--- src/rtl/spi_xfer_arbiter.sv ---
// Round-robin arbiter that shares one spi_master between NREQ requesters.
// It holds one transfer in flight and ends it on spi_done or on a timeout.
module spi_xfer_arbiter #(
  parameter int NREQ    = 4,
  parameter int DW      = 12,
  parameter int TIMEOUT = 1023,
  parameter int GAP     = 2
) (
  input  logic                    clk,
  input  logic                    rst,
  input  logic [NREQ-1:0]         req,
  input  logic [NREQ*DW-1:0]      req_data,
  output logic [NREQ-1:0]         grant,
  output logic [NREQ-1:0]         cmpl,
  output logic                    timeout_err,
  output logic                    busy,
  output logic [$clog2(NREQ)-1:0] owner,
  output logic                    newd,
  output logic [DW-1:0]           din,
  input  logic                    spi_done
);

  localparam int OW = $clog2(NREQ);
  localparam int CW = $clog2(TIMEOUT + 1);
  localparam int GW = $clog2(GAP + 1);

  typedef enum logic [1:0] {
    ST_IDLE,
    ST_WAIT,
    ST_GAP
  } state_t;

  state_t          state_q, state_d;
  logic [NREQ-1:0] grant_q, grant_d;
  logic [NREQ-1:0] cmpl_q, cmpl_d;
  logic            timeout_err_q, timeout_err_d;
  logic            busy_q, busy_d;
  logic [OW-1:0]   owner_q, owner_d;
  logic [OW-1:0]   last_q, last_d;
  logic            newd_q, newd_d;
  logic [DW-1:0]   din_q, din_d;
  logic [CW-1:0]   cnt_q, cnt_d;
  logic [GW-1:0]   gcnt_q, gcnt_d;

  logic            sel_found;
  logic [OW-1:0]   sel_idx;

  // Scan starting just after the last winner so every requester gets a turn.
  always_comb begin
    sel_found = 1'b0;
    sel_idx   = '0;
    for (int k = 1; k <= NREQ; k++) begin
      if (!sel_found && req[(int'(last_q) + k) % NREQ]) begin
        sel_found = 1'b1;
        sel_idx   = OW'((int'(last_q) + k) % NREQ);
      end
    end
  end

  always_comb begin
    state_d       = state_q;
    grant_d       = '0;
    cmpl_d        = '0;
    timeout_err_d = 1'b0;
    newd_d        = 1'b0;
    busy_d        = busy_q;
    owner_d       = owner_q;
    last_d        = last_q;
    din_d         = din_q;
    cnt_d         = cnt_q;
    gcnt_d        = gcnt_q;
    case (state_q)
      ST_IDLE: begin
        busy_d = 1'b0;
        if (sel_found) begin
          grant_d[sel_idx] = 1'b1;
          newd_d           = 1'b1;
          din_d            = req_data[int'(sel_idx)*DW +: DW];
          owner_d          = sel_idx;
          last_d           = sel_idx;
          busy_d           = 1'b1;
          cnt_d            = CW'(1);
          state_d          = ST_WAIT;
        end
      end
      ST_WAIT: begin
        busy_d = 1'b1;
        // A completion seen on the final count still counts as success.
        if (spi_done) begin
          cmpl_d[owner_q] = 1'b1;
          cnt_d           = '0;
          gcnt_d          = GW'(1);
          state_d         = ST_GAP;
        end else if (cnt_q == CW'(TIMEOUT)) begin
          timeout_err_d = 1'b1;
          cnt_d         = '0;
          gcnt_d        = GW'(1);
          state_d       = ST_GAP;
        end else begin
          cnt_d = cnt_q + CW'(1);
        end
      end
      ST_GAP: begin
        if (gcnt_q == GW'(GAP)) begin
          busy_d  = 1'b0;
          gcnt_d  = '0;
          state_d = ST_IDLE;
        end else begin
          busy_d = 1'b1;
          gcnt_d = gcnt_q + GW'(1);
        end
      end
      default: begin
        busy_d  = 1'b0;
        state_d = ST_IDLE;
      end
    endcase
  end

  always_ff @(posedge clk or posedge rst) begin
    if (rst) begin
      state_q       <= ST_IDLE;
      grant_q       <= '0;
      cmpl_q        <= '0;
      timeout_err_q <= 1'b0;
      busy_q        <= 1'b0;
      owner_q       <= '0;
      last_q        <= OW'(NREQ - 1);
      newd_q        <= 1'b0;
      din_q         <= '0;
      cnt_q         <= '0;
      gcnt_q        <= '0;
    end else begin
      state_q       <= state_d;
      grant_q       <= grant_d;
      cmpl_q        <= cmpl_d;
      timeout_err_q <= timeout_err_d;
      busy_q        <= busy_d;
      owner_q       <= owner_d;
      last_q        <= last_d;
      newd_q        <= newd_d;
      din_q         <= din_d;
      cnt_q         <= cnt_d;
      gcnt_q        <= gcnt_d;
    end
  end

  assign grant       = grant_q;
  assign cmpl        = cmpl_q;
  assign timeout_err = timeout_err_q;
  assign busy        = busy_q;
  assign owner       = owner_q;
  assign newd        = newd_q;
  assign din         = din_q;

endmodule

--- config.mk ---
export PLATFORM = sky130hd
export DESIGN_NAME = spi_xfer_arbiter
export DESIGN_NICKNAME = d
export VERILOG_FILES = /design/src/rtl/spi_xfer_arbiter.sv
export SDC_FILE = /design/constraint.sdc
export NUM_CORES = 1
export LEC_CHECK = 0
export CELL_PAD_IN_SITES_DETAIL_PLACEMENT = 0
export CELL_PAD_IN_SITES_GLOBAL_PLACEMENT = 2
export CORE_UTILIZATION = 26
export DETAILED_ROUTE_END_ITERATION = 10
export PLACE_DENSITY_LB_ADDON = 0.1
export SKIP_LAST_GASP = 1
export SLEW_MARGIN = 10
export SYNTH_ARGS = -nofsm -noshare
export SYNTH_HDL_FRONTEND = slang
export SYNTH_SLANG_ARGS = --single-unit
export TNS_END_PERCENT = 100
--- constraint.sdc ---
create_clock -name clk -period 1.85 [get_ports clk]
set_input_delay 0.185 -clock clk [delete_from_list [all_inputs] [get_ports clk]]
set_output_delay 0.185 -clock clk [all_outputs]
set_load 0.05 [all_outputs]
# == Word level (Yosys, flattened, before mapping) ==
# Index checks and enable logic that the tools add are counted.
# op_classes
n_addsub,6
n_mul,1
div,0
n_lt_le_gt_ge,8
n_eq_ne,7
n_shift,1
n_mux,48
bitwise,4
n_reduce_logical,19
# ops
op,count
$shiftx 48x7->12,1
$mux 10,3
$mux 2,11
$mux 1,20
$pmux 10 s2,1
$lt 3x4->1 const B,4
$mux 4,4
$add 10x1->10 const B,1
$eq 10x10->1 const B,1
$bmux 1 s2,4
$reduce_or 2->1,4
$add 2x1->2 const B,3
$lt 2x3->1 const B,2
$pmux 2 s3,1
$reduce_and 2->1,3
$logic_and 1x1->1,5
$add 2x2->2 const B,2
$and 1x1->1 const A,4
$demux 1 s2,2
$eq 2x2->1 const B,2
$ge 2x1->1 const B,2
$mul 2x2->4 const B,1
$ne 2x2->1 const B,2
$pmux 2 s2,1
other kinds (7),10
# word_totals
reg_bits,41
latchBits,0
mem_bits_rw,0
romBits,0
inputBits,55
memories,0

# == Depth between registers and ports, before layout ==
# Gate-level depths: netlist of run 1.
# logic_depth
depth_word,22
mapped_depth,7
ltp_nobuf,6

# == Worst setup path before layout of run 1 ==
# No wires, ideal clock.
# synth_timing
path_type,reg-to-reg
start,register last_q[1]
end,"register din_q[0], in the netlist din[0]"
setup_time_ps,94
arrival_ps,1610
required_ps,1756
setup_slack_ps,147
path_stages_with_launch,8
n_path_buf,2
synth_period_minus_slack_ps,1703
cell_sequence,dfstp_2 -> mux2i_1 -> or2_1 -> and3_1 -> buf_6 -> buf_6 -> mux2i_1 -> a211oi_1
# synth_between
elab_chain_len,16
# synth_lines
item,line,rtl
start: declaration,39,"logic [OW-1:0] last_q, last_d;"
start signal: assignment,128,last_q <= OW'(NREQ - 1);
start signal: assignment,140,last_q <= last_d;
$add 2x1->2,"53, 55",
$bmux 1 s2,53,if (!sel_found && req[(int'(last_q) + k) % NREQ]) begin
$mux 1 (implied by the code) (2 in a row),53,
$mux 1,53,
$logic_not 1->1,53,
$logic_and 1x1->1,53,
$mux 1,53,
$logic_not 1->1,53,
$logic_and 1x1->1,53,
$mux 1,53,
$logic_not 1->1,53,
$logic_and 1x1->1,53,
$mux 2,53,
$mul 2x2->4,78,din_d = req_data[int'(sel_idx)*DW +: DW];
$shiftx 48x7->12,78,
end signal: assignment,142,din_q <= din_d;
end: declaration,41,"logic [DW-1:0] din_q, din_d;"
# Parallel ways exist; a longest one is shown, timed or not. The select of a mux whose other input is x is not followed.
# A chain may end at the register's enable or synchronous reset.

# == Worst setup path after layout of run 1 ==
# layout_timing
start,register last_q[1]
end,"register din_q[8], in the netlist din[8]"
# The elaborated chain is that of the path after synthesis.

==> impl_metrics.env, run 1 <==
export IMPL_globalRouteTotalUtil=0.151
export IMPL_initial_core_util=0.272
export IMPL_post_route_drc_count=0
export IMPL_fillers=798
export IMPL_synthCells=214
export IMPL_h_tree_depth=2
export IMPL_slowest_stage="dfstp_2"
export IMPL_drv_slew=0
export IMPL_clock_sinks=41
export IMPL_fin_crit_ns=1.80
export IMPL_vias=2011
export IMPL_met2_length_um=2960
export IMPL_worst_r2r_setup_slack_ns=0.05
export IMPL_syn_nets=270
export IMPL_synth_async_reset_ratio=1.00
export IMPL_die_width_um=92.6
export IMPL_synth_top_area_share=0.457
export IMPL_pre_cts_ws_ns=-0.489
export IMPL_min_path_type="input port to asynchronous set/reset pin"
export IMPL_areaGrowthSynthToFinish_pct=61.3
export IMPL_fmax_mhz=557
export IMPL_max_stage_delay_ns=0.60
export IMPL_synth_cell_area_um2=2140
export IMPL_tightest_slew_ns=0.545
export IMPL_ir_drop_mv=0.511
export IMPL_critical_path_class="flop to flop"
export IMPL_seq_area_frac_synth=0.482
export IMPL_seqCellArea_um2=1030
export IMPL_reg2reg_depth=6
export IMPL_period_share=0.971
export IMPL_arrival_ns=1.96
export IMPL_p_per_area_nw_per_um2=1530
export IMPL_globalplace_congestion=0.758
export IMPL_nNetsFinal=373
export IMPL_worstPathCellList="mux2i_1 > or2_4 > and3_4 > buf_12 > mux2i_2 > a211oi_1"
export IMPL_ctsHoldBuffers=0
export IMPL_clock_path_buffers=2
export IMPL_met3WireLength_um=292
export IMPL_reg2reg_from="last_q[1]"
export IMPL_r2r_end="din[8]"
export IMPL_ys_ff_latch=41
export IMPL_antenna_found_initial=0
export IMPL_io_buffers=79
export IMPL_dp_hpwl_um=4650
export IMPL_ys_types=40
export IMPL_die_h_um=92.6
export IMPL_n_antenna_cell=0
export IMPL_crit_path_end_kind="flop"
export IMPL_syn_area_per_cell_um2=9.98
export IMPL_leakagePower_nw=1.46
export IMPL_crit_required_ns=2.01
export IMPL_timing_slew_headroom=0.636
export IMPL_ios=80
export IMPL_cts_root_buffer="clkbuf_8"
export IMPL_first_global_vias=1918
export IMPL_cts_tree="built"
export IMPL_path_clk_slew_ns=0.08
export IMPL_multiInputGateArea_um2=1070
export IMPL_grt_pass1_wl_um=9930
export IMPL_viasPerCell=4.79
export IMPL_fin_worst_skew_ns=0.00826
export IMPL_final_antenna_net_count=0
export IMPL_layout_setup_ws_ns=0.0541
export IMPL_layout_drive_gt1_share=0.164
export IMPL_setup_tns_ns=0
export IMPL_status="completed"
export IMPL_whs_ns=0.232
export IMPL_synth_area_top_cells="dfrtp_1, mux2i_1, a211oi_1"
export IMPL_synth_top_area_cell="dfrtp_1"
export IMPL_drtPass1Iterations=4
export IMPL_grt_max_degree=42
export IMPL_topRoutingLayerUsed="met4"
export IMPL_wirelength_um=6410
export IMPL_numCtsBuffers=5
export IMPL_worstSetupStartpointType="flop"
export IMPL_drv_cap=0
export IMPL_cp_max_fo=9
export IMPL_synth_flop_cell="dfrtp_1"
export IMPL_core_um2=7850
export IMPL_wirelength_met1_um=3080
export IMPL_synth_edff_count=0
export IMPL_wl_per_cell_um=15.3
export IMPL_rows=32
export IMPL_rsz0062_at_grt="true"
export IMPL_die_area_um2=8580
export IMPL_drtIter0Drc=65
export IMPL_final_common_cell="clkdlybuf4s50_1"
export IMPL_setup_viol=0
export IMPL_hold_violations=0
export IMPL_clk_latency_ns=0.30
export IMPL_grt_overflow=0
export IMPL_yosys_warnings=0
export IMPL_final_cell_mix="clkdlybuf4s50_1, dfrtp_1, nor2_1"
==> kinds of logic after synthesis <==
| group | share of synthesized area |
|---|---|
| simple gates | 0.180 |
| buf+inv | 0.0504 |
| fa+ha+maj | 0.00586 |
| compound gates | 0.209 |
| mux | 0.0609 |
| flops | 0.482 |
| xor+xnor | 0.0123 |
==> routing by layer <==
| layer | vias to the layer above | GRT usage |
|---|---|---|
| met5 | - | 0 |
| met3 | 6 | 0.0287 |
| met4 | 0 | 0.0423 |
| met1 | 957 | 0.215 |
| li1 | 994 | - |
| met2 | 54 | 0.231 |
==> cells in the mapped netlist, types with 2 or more instances <==
cell type / instances
nand2b_1: 3
nand4_1: 3
buf_2: 2
xor2_1: 2
nor2b_1: 2
nor3_1: 8
buf_6: 4
a211oi_1: 14
nor2_1: 27
nand2_1: 11
and3_1: 12
o31ai_1: 2
inv_1: 8
a221oi_2: 5
a31oi_1: 2
o21ai_0: 14
nand3_1: 5
a21oi_1: 4
a21o_1: 2
a221oi_1: 6
dfrtp_1: 39
o21a_1: 2
dfstp_2: 2
or3_1: 4
clkbuf_1: 3
a22o_1: 2
mux2i_1: 13
==> flip-flops by register name, indices dropped and copies added (netlist names) <==
name,count
gcnt_q,2
timeout_err,1
grant,4
busy,1
cnt_q,10
cmpl,4
newd,1
last_q,2
owner,2
din,12
state_q,2
==> where the power goes <==
| part | internal (W) | switching [W] | leakage [nW] | total, W |
|---|---|---|---|---|
| Combinational | 0.00128 | 0.00181 | 0.898 | 0.00309 |
| Clock | 0.000405 | 0.000326 | 0.0554 | 0.000731 |
| Sequential | 0.00122 | 0.000219 | 0.509 | 0.00144 |
| Total | 0.00291 | 0.00235 | 1.46 | 0.00526 |
==> layout make-up <==
type	instances	share of cell area
repair buffers	107	0.314
multi-input cells	154	0.309
flip-flops and latches	41	0.298
well taps	102	0.0370
clock buffers	6	0.0211
clock inverters	2	0.0113
inverters	8	0.00871
==> worst max-delay path by stage <==
stage,start,end,slack (ns),depth (start not counted)
after global placement,req[3],din[1],-0.40,5
after CTS,last_q[1],din[4],-0.01,6
after global routing,state_q[0],din[5],-0.009,5
after detailed placement,req[3],din[6],-0.49,5
final,last_q[1],din[8],0.05,6
after floorplan,last_q[1],din[0],0.15,7
==> repair_timing <==
item                                    CTS  global route
setup buffers                             0             1
pin swaps                                 0             5
gates cloned                              0             1
endpoints found under the setup margin   12            12
resized for setup                         2            14
==> critical path: cells and delay by family (launching register included) <==
kind,cells,cell delay (ns)
flip-flops,1,0.60
multiplexers,2,0.45
AND/OR/NAND/NOR,2,0.37
buffers and inverters,1,0.14
AO/OA/AOI/OAI,1,0.10
==> metrics by stage <==
step                instance area, um2  utilization  power [W]  std cells
finish                            3450        0.439    0.00526        420
global route                      3450        0.439    0.00563        420
CTS                               3340        0.426    0.00517        418
detailed placement                3220        0.411    0.00441        410
global placement                  3220        0.411    0.00439        410
floorplan                         2140            -    0.00327        214
Note: power is estimated with default switching activity, not from simulation.
==> inputs of run 2 (changes only) <==
- CTS_BUF_LIST: default -> sky130_fd_sc_hd__clkbuf_16
==> run 2 against run 1 <==
- wire length decreased by 1.7%
- non-clock buffer count shrank 2
- die area did not move
- cell count down 0.48%
- combinational power decreased by 3%
- clock skew fell by 0.0028 ns
==> impl_metrics.env, run 2 (same netlist as run 1, synthesis figures left out) <==
export IMPL_reg2reg_depth=6
export IMPL_whs_ns=0.251
export IMPL_globalplace_congestion=0.758
export IMPL_grt_pass1_wl_um=9940
export IMPL_arrival_ns=1.95
export IMPL_cts_setup_buffers=0
export IMPL_tightest_slew_ns=0.545
export IMPL_drv_cap=0
export IMPL_rsz0062_at_grt="true"
export IMPL_crit_buf_inv=1
export IMPL_nNetsFinal=371
export IMPL_worstSetupStartpointType="flop"
export IMPL_rows=32
export IMPL_final_antenna_net_count=0
export IMPL_ctsHoldBuffers=0
export IMPL_seq_power_share=0.265
export IMPL_crit_path_end_kind="flop"
export IMPL_switching_share=0.433
export IMPL_die_width_um=92.6
export IMPL_ir_drop_mv=0.518
export IMPL_layout_drive_gt1_share=0.161
export IMPL_reg2reg_from="last_q[1]"
export IMPL_core_um2=7850
export IMPL_fmax_mhz=556
export IMPL_post_route_drc_count=0
export IMPL_clk_latency_ns=0.28
export IMPL_hold_violations=0
export IMPL_power_switching_w=0.00236
export IMPL_grt_overflow=0
export IMPL_initial_core_util=0.272
export IMPL_setup_viol=0
export IMPL_viasPerCell=4.75
export IMPL_drv_slew=0
export IMPL_worst_path_stages=6
export IMPL_cp_top_family="flip-flops"
export IMPL_areaGrowthSynthToFinish_pct=61.6
export IMPL_p_comb_frac=0.554
export IMPL_io_buffers=79
export IMPL_numCtsBuffers=5
export IMPL_worst_r2r_setup_slack_ns=0.05
export IMPL_period_share=0.973
export IMPL_ios=80
export IMPL_worstPathCellList="mux2i_1 > or2_1 > and3_4 > buf_12 > mux2i_2 > a211oi_1"
export IMPL_max_stage_delay_ns=0.59
export IMPL_globalRouteTotalUtil=0.152
export IMPL_largest_register_ff_count=12
export IMPL_fin_crit_ns=1.80
export IMPL_clock_sinks=41
export IMPL_wirelength_um=6300
export IMPL_grt_max_degree=42
export IMPL_status="completed"
export IMPL_antenna_found_initial=0
export IMPL_slowest_stage="dfstp_2"
export IMPL_clkPwrFrac=0.181
export IMPL_timing_slew_headroom=0.636
export IMPL_die_h_um=92.6
export IMPL_p_per_area_nw_per_um2=1580
export IMPL_min_path_type="input port to asynchronous set/reset pin"
export IMPL_internal_power_w=0.00308
export IMPL_crit_required_ns=2.00
export IMPL_fin_worst_skew_ns=0.00544
export IMPL_final_common_cell="clkdlybuf4s50_1"
export IMPL_wl_per_cell_um=15.1
export IMPL_cts_root_buffer="clkbuf_16"
export IMPL_vias=1984
export IMPL_first_global_vias=1919
export IMPL_cts_tree="built"
export IMPL_clock_path_buffers=2
export IMPL_leakagePower_nw=1.47
export IMPL_die_area_um2=8580
export IMPL_critical_path_class="flop to flop"
export IMPL_drtPass1Iterations=4
export IMPL_final_cell_mix="clkdlybuf4s50_1, dfrtp_1, nor2_1"
export IMPL_critPathLaunch="last_q[1]"
export IMPL_h_tree_depth=2
export IMPL_dp_hpwl_um=4650
export IMPL_finalPower_w=0.00544
export IMPL_cp_max_fo=9
export IMPL_n_antenna_cell=0
export IMPL_path_clk_slew_ns=0.06
export IMPL_drtIter0Drc=86
[run 2: changes by cell type in the layout (fill, tap and decap cells not counted), moves of 3 or more]
cell	before	now
a221oi_1	4	1
clkbuf_8	5	0
a221oi_2	6	10
clkbuf_16	1	5
[run 2: stage by stage]
step	utilization	TNS, ns	worst slack (ns)	area (um2)	instances
CTS	0.432	-0.00156	-0.00156	3390	418
floorplan	-	0	0.147	2140	214
finish	0.440	0	0.0508	3450	418
global placement	0.411	-5.00	-0.401	3220	410
detailed placement	0.411	-5.81	-0.489	3220	410
global route	0.440	-0.00347	-0.00347	3450	418
[run 2: worst register-to-register path, stage by stage (launching register included)]
cell,delay (ns)
dfstp_2,0.59
mux2i_1,0.19
or2_1,0.17
and3_4,0.22
buf_12,0.14
mux2i_2,0.25
a211oi_1,0.10
[run 2: area by class of cell]
type | count | area (um2)
fillers | 794 | 4400
multi-input cells | 154 | 1050
repair buffers | 105 | 1050
flip-flops and latches | 41 | 1030
well taps | 102 | 128
clock buffers | 5 | 125
clock inverters | 3 | 42.5
inverters | 8 | 30.0
[run 2: power by group through the flow]
stage / Sequential [W] / Combinational [W] / Clock, W
detailed placement: 0.00145 / 0.00296 / 0
global route: 0.00149 / 0.00326 / 0.00107
global placement: 0.00145 / 0.00294 / 0
finish: 0.00144 / 0.00301 / 0.000985
CTS: 0.00144 / 0.00297 / 0.00102
floorplan: 0.00216 / 0.00111 / 0
[run 2: metal layers]
layer / wire length [um] / global-route usage / part of all wire / up-vias
met3: 282 / 0.0337 / 0.045 / 7
met5: 0 / 0 / 0 / -
met4: 85 / 0.0500 / 0.014 / 0
li1: - / - / - / 989
met2: 2870 / 0.233 / 0.46 / 48
met1: 3060 / 0.212 / 0.49 / 940
[run 2: final timing paths]
check | end
worst max-delay path | din[8]
worst min-delay path | cnt_q[4]
worst max register to register | din[8]
worst min register to register | gcnt_q[0]
max in group asynchronous | last_q[1]
min in group clk | gcnt_q[0]
[run 2: timing repair]
action,4_1_cts,5_1_grt
cloned,0,0
resized for setup,1,12
setup endpoints to repair,12,12
==> inputs of run 3 (changes only) <==
- GPL_ROUTABILITY_DRIVEN: default -> 0
==> results of run 3 <==
No change in the layout: final DEF, timing and power equal those of run 2.
